File: src/rtl/emux_rx_multi.sv
// emux_rx_multi: multi-channel UDP-port receive demultiplexer.
// Watches a 12-bit upstream byte bus, matches the two-byte destination
// port against a per-channel table, steers the payload strobe to the
// selected channel and counts good frames per channel plus unmatched
// headers. The upstream bus is re-registered on out_c so several
// demux blocks can be daisy-chained.
module emux_rx_multi #(
  parameter int                    N_PORT    = 4,
  parameter logic [16*N_PORT-1:0]  PORT_LIST = {16'd803, 16'd802, 16'd801, 16'd800},
  parameter int                    CW        = 16
) (
  input  logic                   clk,
  input  logic                   rst_n,
  input  logic [11:0]            in_c,
  output logic [11:0]            out_c,
  input  logic [N_PORT-1:0]      en,
  input  logic                   count_clr,
  output logic [N_PORT-1:0]      ready,
  output logic [N_PORT-1:0]      strobe,
  output logic [N_PORT-1:0]      crc,
  output logic [7:0]             data,
  output logic [N_PORT-1:0]      active,
  output logic [N_PORT*CW-1:0]   frame_count,
  output logic [CW-1:0]          miss_count
);

  typedef enum logic [0:0] {
    IDLE = 1'b0,
    SEL  = 1'b1
  } state_e;

  // Saturating increment shared by every counter.
  function automatic logic [CW-1:0] sat_inc(input logic [CW-1:0] v);
    logic [CW-1:0] r;
    if (v == {CW{1'b1}}) begin
      r = v;
    end else begin
      r = v + CW'(1);
    end
    return r;
  endfunction

  // Upstream bus fields.
  logic        in_crc_s;
  logic        in_s_s;
  logic        in_p_s;
  logic [7:0]  in_d_s;

  assign in_crc_s = in_c[11];
  assign in_s_s   = in_c[9];
  assign in_p_s   = in_c[8];
  assign in_d_s   = in_c[7:0];

  // State
  state_e                       state_q,  state_d;
  logic [N_PORT-1:0]            active_q, active_d;
  logic [N_PORT-1:0]            hi_match_q;
  logic [N_PORT-1:0]            crc_q;
  logic [11:0]                  out_c_q;
  logic [N_PORT-1:0][CW-1:0]    fcnt_q,   fcnt_d;
  logic [CW-1:0]                miss_q,   miss_d;

  // Combinational helpers
  logic [N_PORT-1:0]            ready_s;
  logic [N_PORT-1:0]            first_s;
  logic                         any_ready_s;

  // Port match: low byte compared now, high byte remembered from the previous cycle.
  always_comb begin
    ready_s = '0;
    for (int i = 0; i < N_PORT; i++) begin
      ready_s[i] = in_p_s & (in_d_s == PORT_LIST[16*i +: 8]) & hi_match_q[i] & en[i];
    end
  end

  assign any_ready_s = |ready_s;

  // Lowest-index priority select so duplicate ports resolve to the lower channel.
  always_comb begin
    first_s = '0;
    for (int i = N_PORT - 1; i >= 0; i--) begin
      if (ready_s[i]) begin
        first_s    = '0;
        first_s[i] = 1'b1;
      end else begin
        first_s = first_s;
      end
    end
  end

  // High-byte match register, refreshed on every byte regardless of markers.
  always_ff @(posedge clk or negedge rst_n) begin
    if (!rst_n) begin
      hi_match_q <= '0;
    end else begin
      for (int i = 0; i < N_PORT; i++) begin
        hi_match_q[i] <= (in_d_s == PORT_LIST[16*i+8 +: 8]);
      end
    end
  end

  // Selection FSM next state: a p-marked byte always re-evaluates, a crc in SEL closes the frame.
  always_comb begin
    state_d  = state_q;
    active_d = active_q;
    case (state_q)
      IDLE: begin
        if (in_p_s) begin
          active_d = first_s;
          state_d  = any_ready_s ? SEL : IDLE;
        end else begin
          active_d = active_q;
          state_d  = IDLE;
        end
      end
      SEL: begin
        if (in_p_s) begin
          active_d = first_s;
          state_d  = any_ready_s ? SEL : IDLE;
        end else if (in_crc_s) begin
          active_d = '0;
          state_d  = IDLE;
        end else begin
          active_d = active_q;
          state_d  = SEL;
        end
      end
      default: begin
        active_d = '0;
        state_d  = IDLE;
      end
    endcase
  end

  // Selection FSM state register.
  always_ff @(posedge clk or negedge rst_n) begin
    if (!rst_n) begin
      state_q  <= IDLE;
      active_q <= '0;
    end else begin
      state_q  <= state_d;
      active_q <= active_d;
    end
  end

  // Counter next state: clear wins over any increment in the same cycle.
  always_comb begin
    fcnt_d = fcnt_q;
    miss_d = miss_q;
    if (count_clr) begin
      fcnt_d = '0;
      miss_d = '0;
    end else begin
      for (int i = 0; i < N_PORT; i++) begin
        if (in_crc_s && active_q[i] && (state_q == SEL)) begin
          fcnt_d[i] = sat_inc(fcnt_q[i]);
        end else begin
          fcnt_d[i] = fcnt_q[i];
        end
      end
      if (in_p_s && !any_ready_s) begin
        miss_d = sat_inc(miss_q);
      end else begin
        miss_d = miss_q;
      end
    end
  end

  // Counter registers.
  always_ff @(posedge clk or negedge rst_n) begin
    if (!rst_n) begin
      fcnt_q <= '0;
      miss_q <= '0;
    end else begin
      fcnt_q <= fcnt_d;
      miss_q <= miss_d;
    end
  end

  // Daisy-chain bus copy and per-channel frame-end pulse.
  always_ff @(posedge clk or negedge rst_n) begin
    if (!rst_n) begin
      out_c_q <= 12'h000;
      crc_q   <= '0;
    end else begin
      out_c_q <= in_c;
      crc_q   <= {N_PORT{in_crc_s}} & active_q;
    end
  end

  assign out_c       = out_c_q;
  assign crc         = crc_q;
  assign ready       = ready_s;
  assign strobe      = {N_PORT{in_s_s}} & active_q;
  assign data        = in_d_s;
  assign active      = active_q;
  assign frame_count = fcnt_q;
  assign miss_count  = miss_q;

endmodule

File: config.mk
export PLATFORM = sky130hd
export DESIGN_NAME = emux_rx_multi
export DESIGN_NICKNAME = d
export VERILOG_FILES = /design/src/rtl/emux_rx_multi.sv
export SDC_FILE = /design/constraint.sdc
export NUM_CORES = 1
export LEC_CHECK = 0
export ABC_AREA = 1
export ABC_CLOCK_PERIOD_IN_PS = 3100
export CAP_MARGIN = 20
export CORE_ASPECT_RATIO = 0.7
export CORE_UTILIZATION = 30
export DETAILED_ROUTE_END_ITERATION = 8
export HOLD_SLACK_MARGIN = 0.08
export PLACE_DENSITY_LB_ADDON = 0.3
export SLEW_MARGIN = 40
export SYNTH_ARGS = -nofsm -noshare
export SYNTH_HDL_FRONTEND = slang
export SYNTH_SLANG_ARGS = --single-unit
File: constraint.sdc
create_clock -name clk -period 3.1 [get_ports clk]
set_input_delay 0.62 -clock clk [delete_from_list [all_inputs] [get_ports clk]]
set_output_delay 0.62 -clock clk [all_outputs]
set_load 0.01 [all_outputs]
==> results.yml, run 1 <==
run_status:
  status: "finished clean"
detailed_routing:
  drtAntennaViolNets: 0
  drc: 0
  via_count: 5852
  wl_per_cell_um: 13.7
  initialDrtViolationCount: 435
  via_per_inst: 4.69
  drtPass1Iterations: 7
  wl_mm: 17.0
worst_setup_path:
  crit_path_max_fanout: 6
  path_buf_inv: 2
  critical_path.slowest_cell: "clkdlybuf4s50_1"
  end_kind: "output port"
  worst_ep_required_time_ns: 2.48
  cp.arrival_ns: 2.30
  crit_path_max_incr_delay_ns: 0.60
  worst_setup_path_start_kind: "primary input"
  cpMostUsedCell: "clkdlybuf4s50_1"
  critPathTopFamily: "buffers and inverters"
  path_class: "in2out"
  r2r_slack_ns: 0.69
  worstPathCellList: "clkdlybuf4s50_1 -> nand2_1 -> nor4_2 -> clkdlybuf4s50_1"
yosys:
  async_flop_share_pct: 100
  netlist_area_um2: 6050
  seq_area_frac_synth_pct: 42.2
  synth_seq_cells: 102
  synth_cells: 845
  synth_top_flop_cell: "dfrtp_1"
  yosys_warnings: 0
  synth_edf_count: 0
  synth_nets: 869
  syn-mean-instance-area_um2: 7.16
  synth_cell_type_count: 35
pwr:
  leakagePower_nw: 3.50
  pwr-share-comb_pct: 7.5
  switching_power_uw: 643
  swShare_pct: 23.7
  p_seq_share_pct: 50.2
  max-vdd-ir-drop_mv: 0.233
  power_density_nw_per_um2: 341
  p_clk_share_pct: 42.4
  power.internal_mw: 2.07
layout:
  stdcell_area_um2: 7940
  fin_nets: 997
  post-route-util_pct: 40.1
  antenna_cells: 0
  area_delta_synth_final_pct: 31.2
  drive_gt1_share_pct: 5.22
global_routing:
  antenna_found_initial: 0
  grt_pass1_vias: 5137
  overflow: 0
  grt_max_degree: 52
  track_usage_pct: 16.8
  grt_pass1_wl_mm: 27.5
floorplan:
  die_h_um: 121
  rows: 43
  initial_core_util_pct: 30.6
  io_pins: 135
  core_um2: 19800
  die_w_um: 172
  die_area_um2: 20800
place:
  portBuffers: 134
  place_congestion: 0.847
  dp_hpwl_mm: 12.4
  placed_cell_area_um2: 7640
  dpl_worst_slack_ns: 0.170
timing:
  max_freq_mhz: 342
  layout_setup_ws_ns: 0.177
  finalCriticalPeriod_ns: 2.92
  skew_ns: 0.00997
  maxSlewHeadroom_pct: 52.5
  hold_viol: 0
  slew_violations: 0
  setup_viol: 0
  finalSetupTns_ns: 0
  post-route-period-util_pct: 94.3
  worst_slew_pin_slew_ns: 0.712
  grt_setup_unrepaired: "false"
clock_network:
  cts_sinks: 102
  cts_hold_buf: 0
  clockBufferDepth: 2
  clock_latency_ns: 0.35
  cts_tree: "built"
  htree_num_levels: 3
  cts_root_buf: "clkbuf_16"
  cts.reportedPaths.clkPinSlew_ns: 0.07
  numCtsBuffers: 9
worst_hold_path:
  hold_class: "in2async"
run:
  max_cap_viol_count: 0
==> cells by family (layout without fill, tap and decap cells) <==
logic type	Yosys count	count (layout)	synth area share, %
flops	102	102	42.2
compound gates	61	61	5.75
buf+inv	120	252	8.76
xor+xnor	28	28	4.05
fa+ha+maj	5	5	1.03
simple gates	529	529	38.2
==> final cells by class <==
cell class                 instances  area [µm²]
inverter                          91         342
tap                              270         338
timing repair buffer             146        1440
multi-input combinational        623        2980
sequential                       102        2550
clock inverter                     3        45.0
fill                            2101       11900
clock buffer                      12         246
==> worst paths after layout <==
| check | start | end | cells after the start |
|---|---|---|---|
| max | in_c[8] | ready[0] | 4 |
| min | rst_n | miss_count[4] | 1 |
| max reg2reg | frame_count[32] | frame_count[37] | 8 |
| min reg2reg | frame_count[47] | frame_count[47] | 2 |
| max in group asynchronous | rst_n | frame_count[26] | 2 |
| min in group clk | frame_count[47] | frame_count[47] | 2 |
==> per-stage QoR <==
stage / std cells / hold WS (ns) / power (mW)
after global routing: 1247 / 0.168 / 2.82
after global placement: 1232 / 0.525 / 1.59
final: 1247 / 0.155 / 2.71
after CTS: 1247 / 0.155 / 2.77
after floorplan: 845 / 0.324 / 1.47
after detailed placement: 1232 / 0.531 / 1.59
==> registers in the layout (all words and copies together), names as in the netlist <==
name and flops:
out_c 12, crc 4, state_q 1, hi_match_q 1, miss_count 16, active 4, frame_count 64
==> placed cells by master, fill, tap and decap left out, drive strengths merged <==
| cell type | count |
|---|---|
| a21boi | 1 |
| a21o | 2 |
| a21oi | 5 |
| a31o | 4 |
| buf | 13 |
| bufinv | 1 |
| clkbuf | 12 |
| clkdlybuf4s50 | 133 |
| clkinvlp | 2 |
| dfrtp | 102 |
| ha | 5 |
| inv | 91 |
| nand2 | 266 |
| nand3 | 84 |
| nand3b | 1 |
| nand4 | 49 |
| nor2 | 102 |
| nor3 | 19 |
| nor4 | 3 |
| o21a | 1 |
| o21ai | 47 |
| o21bai | 1 |
| or2 | 5 |
| xnor2 | 4 |
| xor2 | 24 |
==> power by group through the flow <==
stage               clock [mW]  combinational (mW)  sequential, mW
floorplan                    0              0.0828            1.39
global placement             0               0.204            1.39
detailed placement           0               0.205            1.39
CTS                       1.20               0.206            1.36
global route              1.24               0.225            1.36
finish                    1.15               0.203            1.36
==> cells in the mapped netlist, types with 2 or more instances <==
library cell / n / area [µm²]
nand2_1: 264 / 991
dfrtp_1: 102 / 2550
nor2_1: 97 / 364
inv_1: 90 / 338
nand3_1: 82 / 410
nand4_1: 49 / 307
o21ai_0: 41 / 205
xor2_1: 24 / 210
nor3_1: 16 / 80.1
buf_4: 10 / 75.1
o21ai_1: 6 / 30.0
buf_1: 5 / 18.8
buf_6: 5 / 56.3
clkbuf_1: 5 / 18.8
ha_1: 5 / 62.6
or2_2: 5 / 31.3
a31o_2: 4 / 35.0
buf_2: 4 / 20.0
nor2_2: 4 / 25.0
xnor2_1: 4 / 35.0
a21oi_1: 3 / 15.0
nor4_1: 3 / 18.8
a21o_1: 2 / 15.0
nand2_2: 2 / 12.5
nand3_2: 2 / 20.0
nor3_2: 2 / 20.0
==> per-layer routing <==
metal  vias to the layer above  wire length [µm]  track usage, %
met5                         -                 0               0
met4                         0               153            4.26
met3                        11               968            3.44
met2                       141              6950            22.9
met1                      2702              8970            26.2
li1                       2998                 -               -
==> timing repair <==
action / CTS / global route
setup endpoints to repair: 0 / 1
gates resized for setup: 0 / 1
setup buffers: 0 / 0
Power figures use the tool's default switching activity.
==> run 2: changes to the inputs <==
--- a/config.mk
+++ b/config.mk
@@ -7,7 +7,7 @@
 export LEC_CHECK = 0
 export ABC_AREA = 1
 export ABC_CLOCK_PERIOD_IN_PS = 3100
-export CAP_MARGIN = 20
+export CAP_MARGIN = 30
 export CORE_ASPECT_RATIO = 0.7
 export CORE_UTILIZATION = 30
 export DETAILED_ROUTE_END_ITERATION = 8
==> results of run 2 <==
No change in the layout: final DEF, timing and power equal those of run 1.
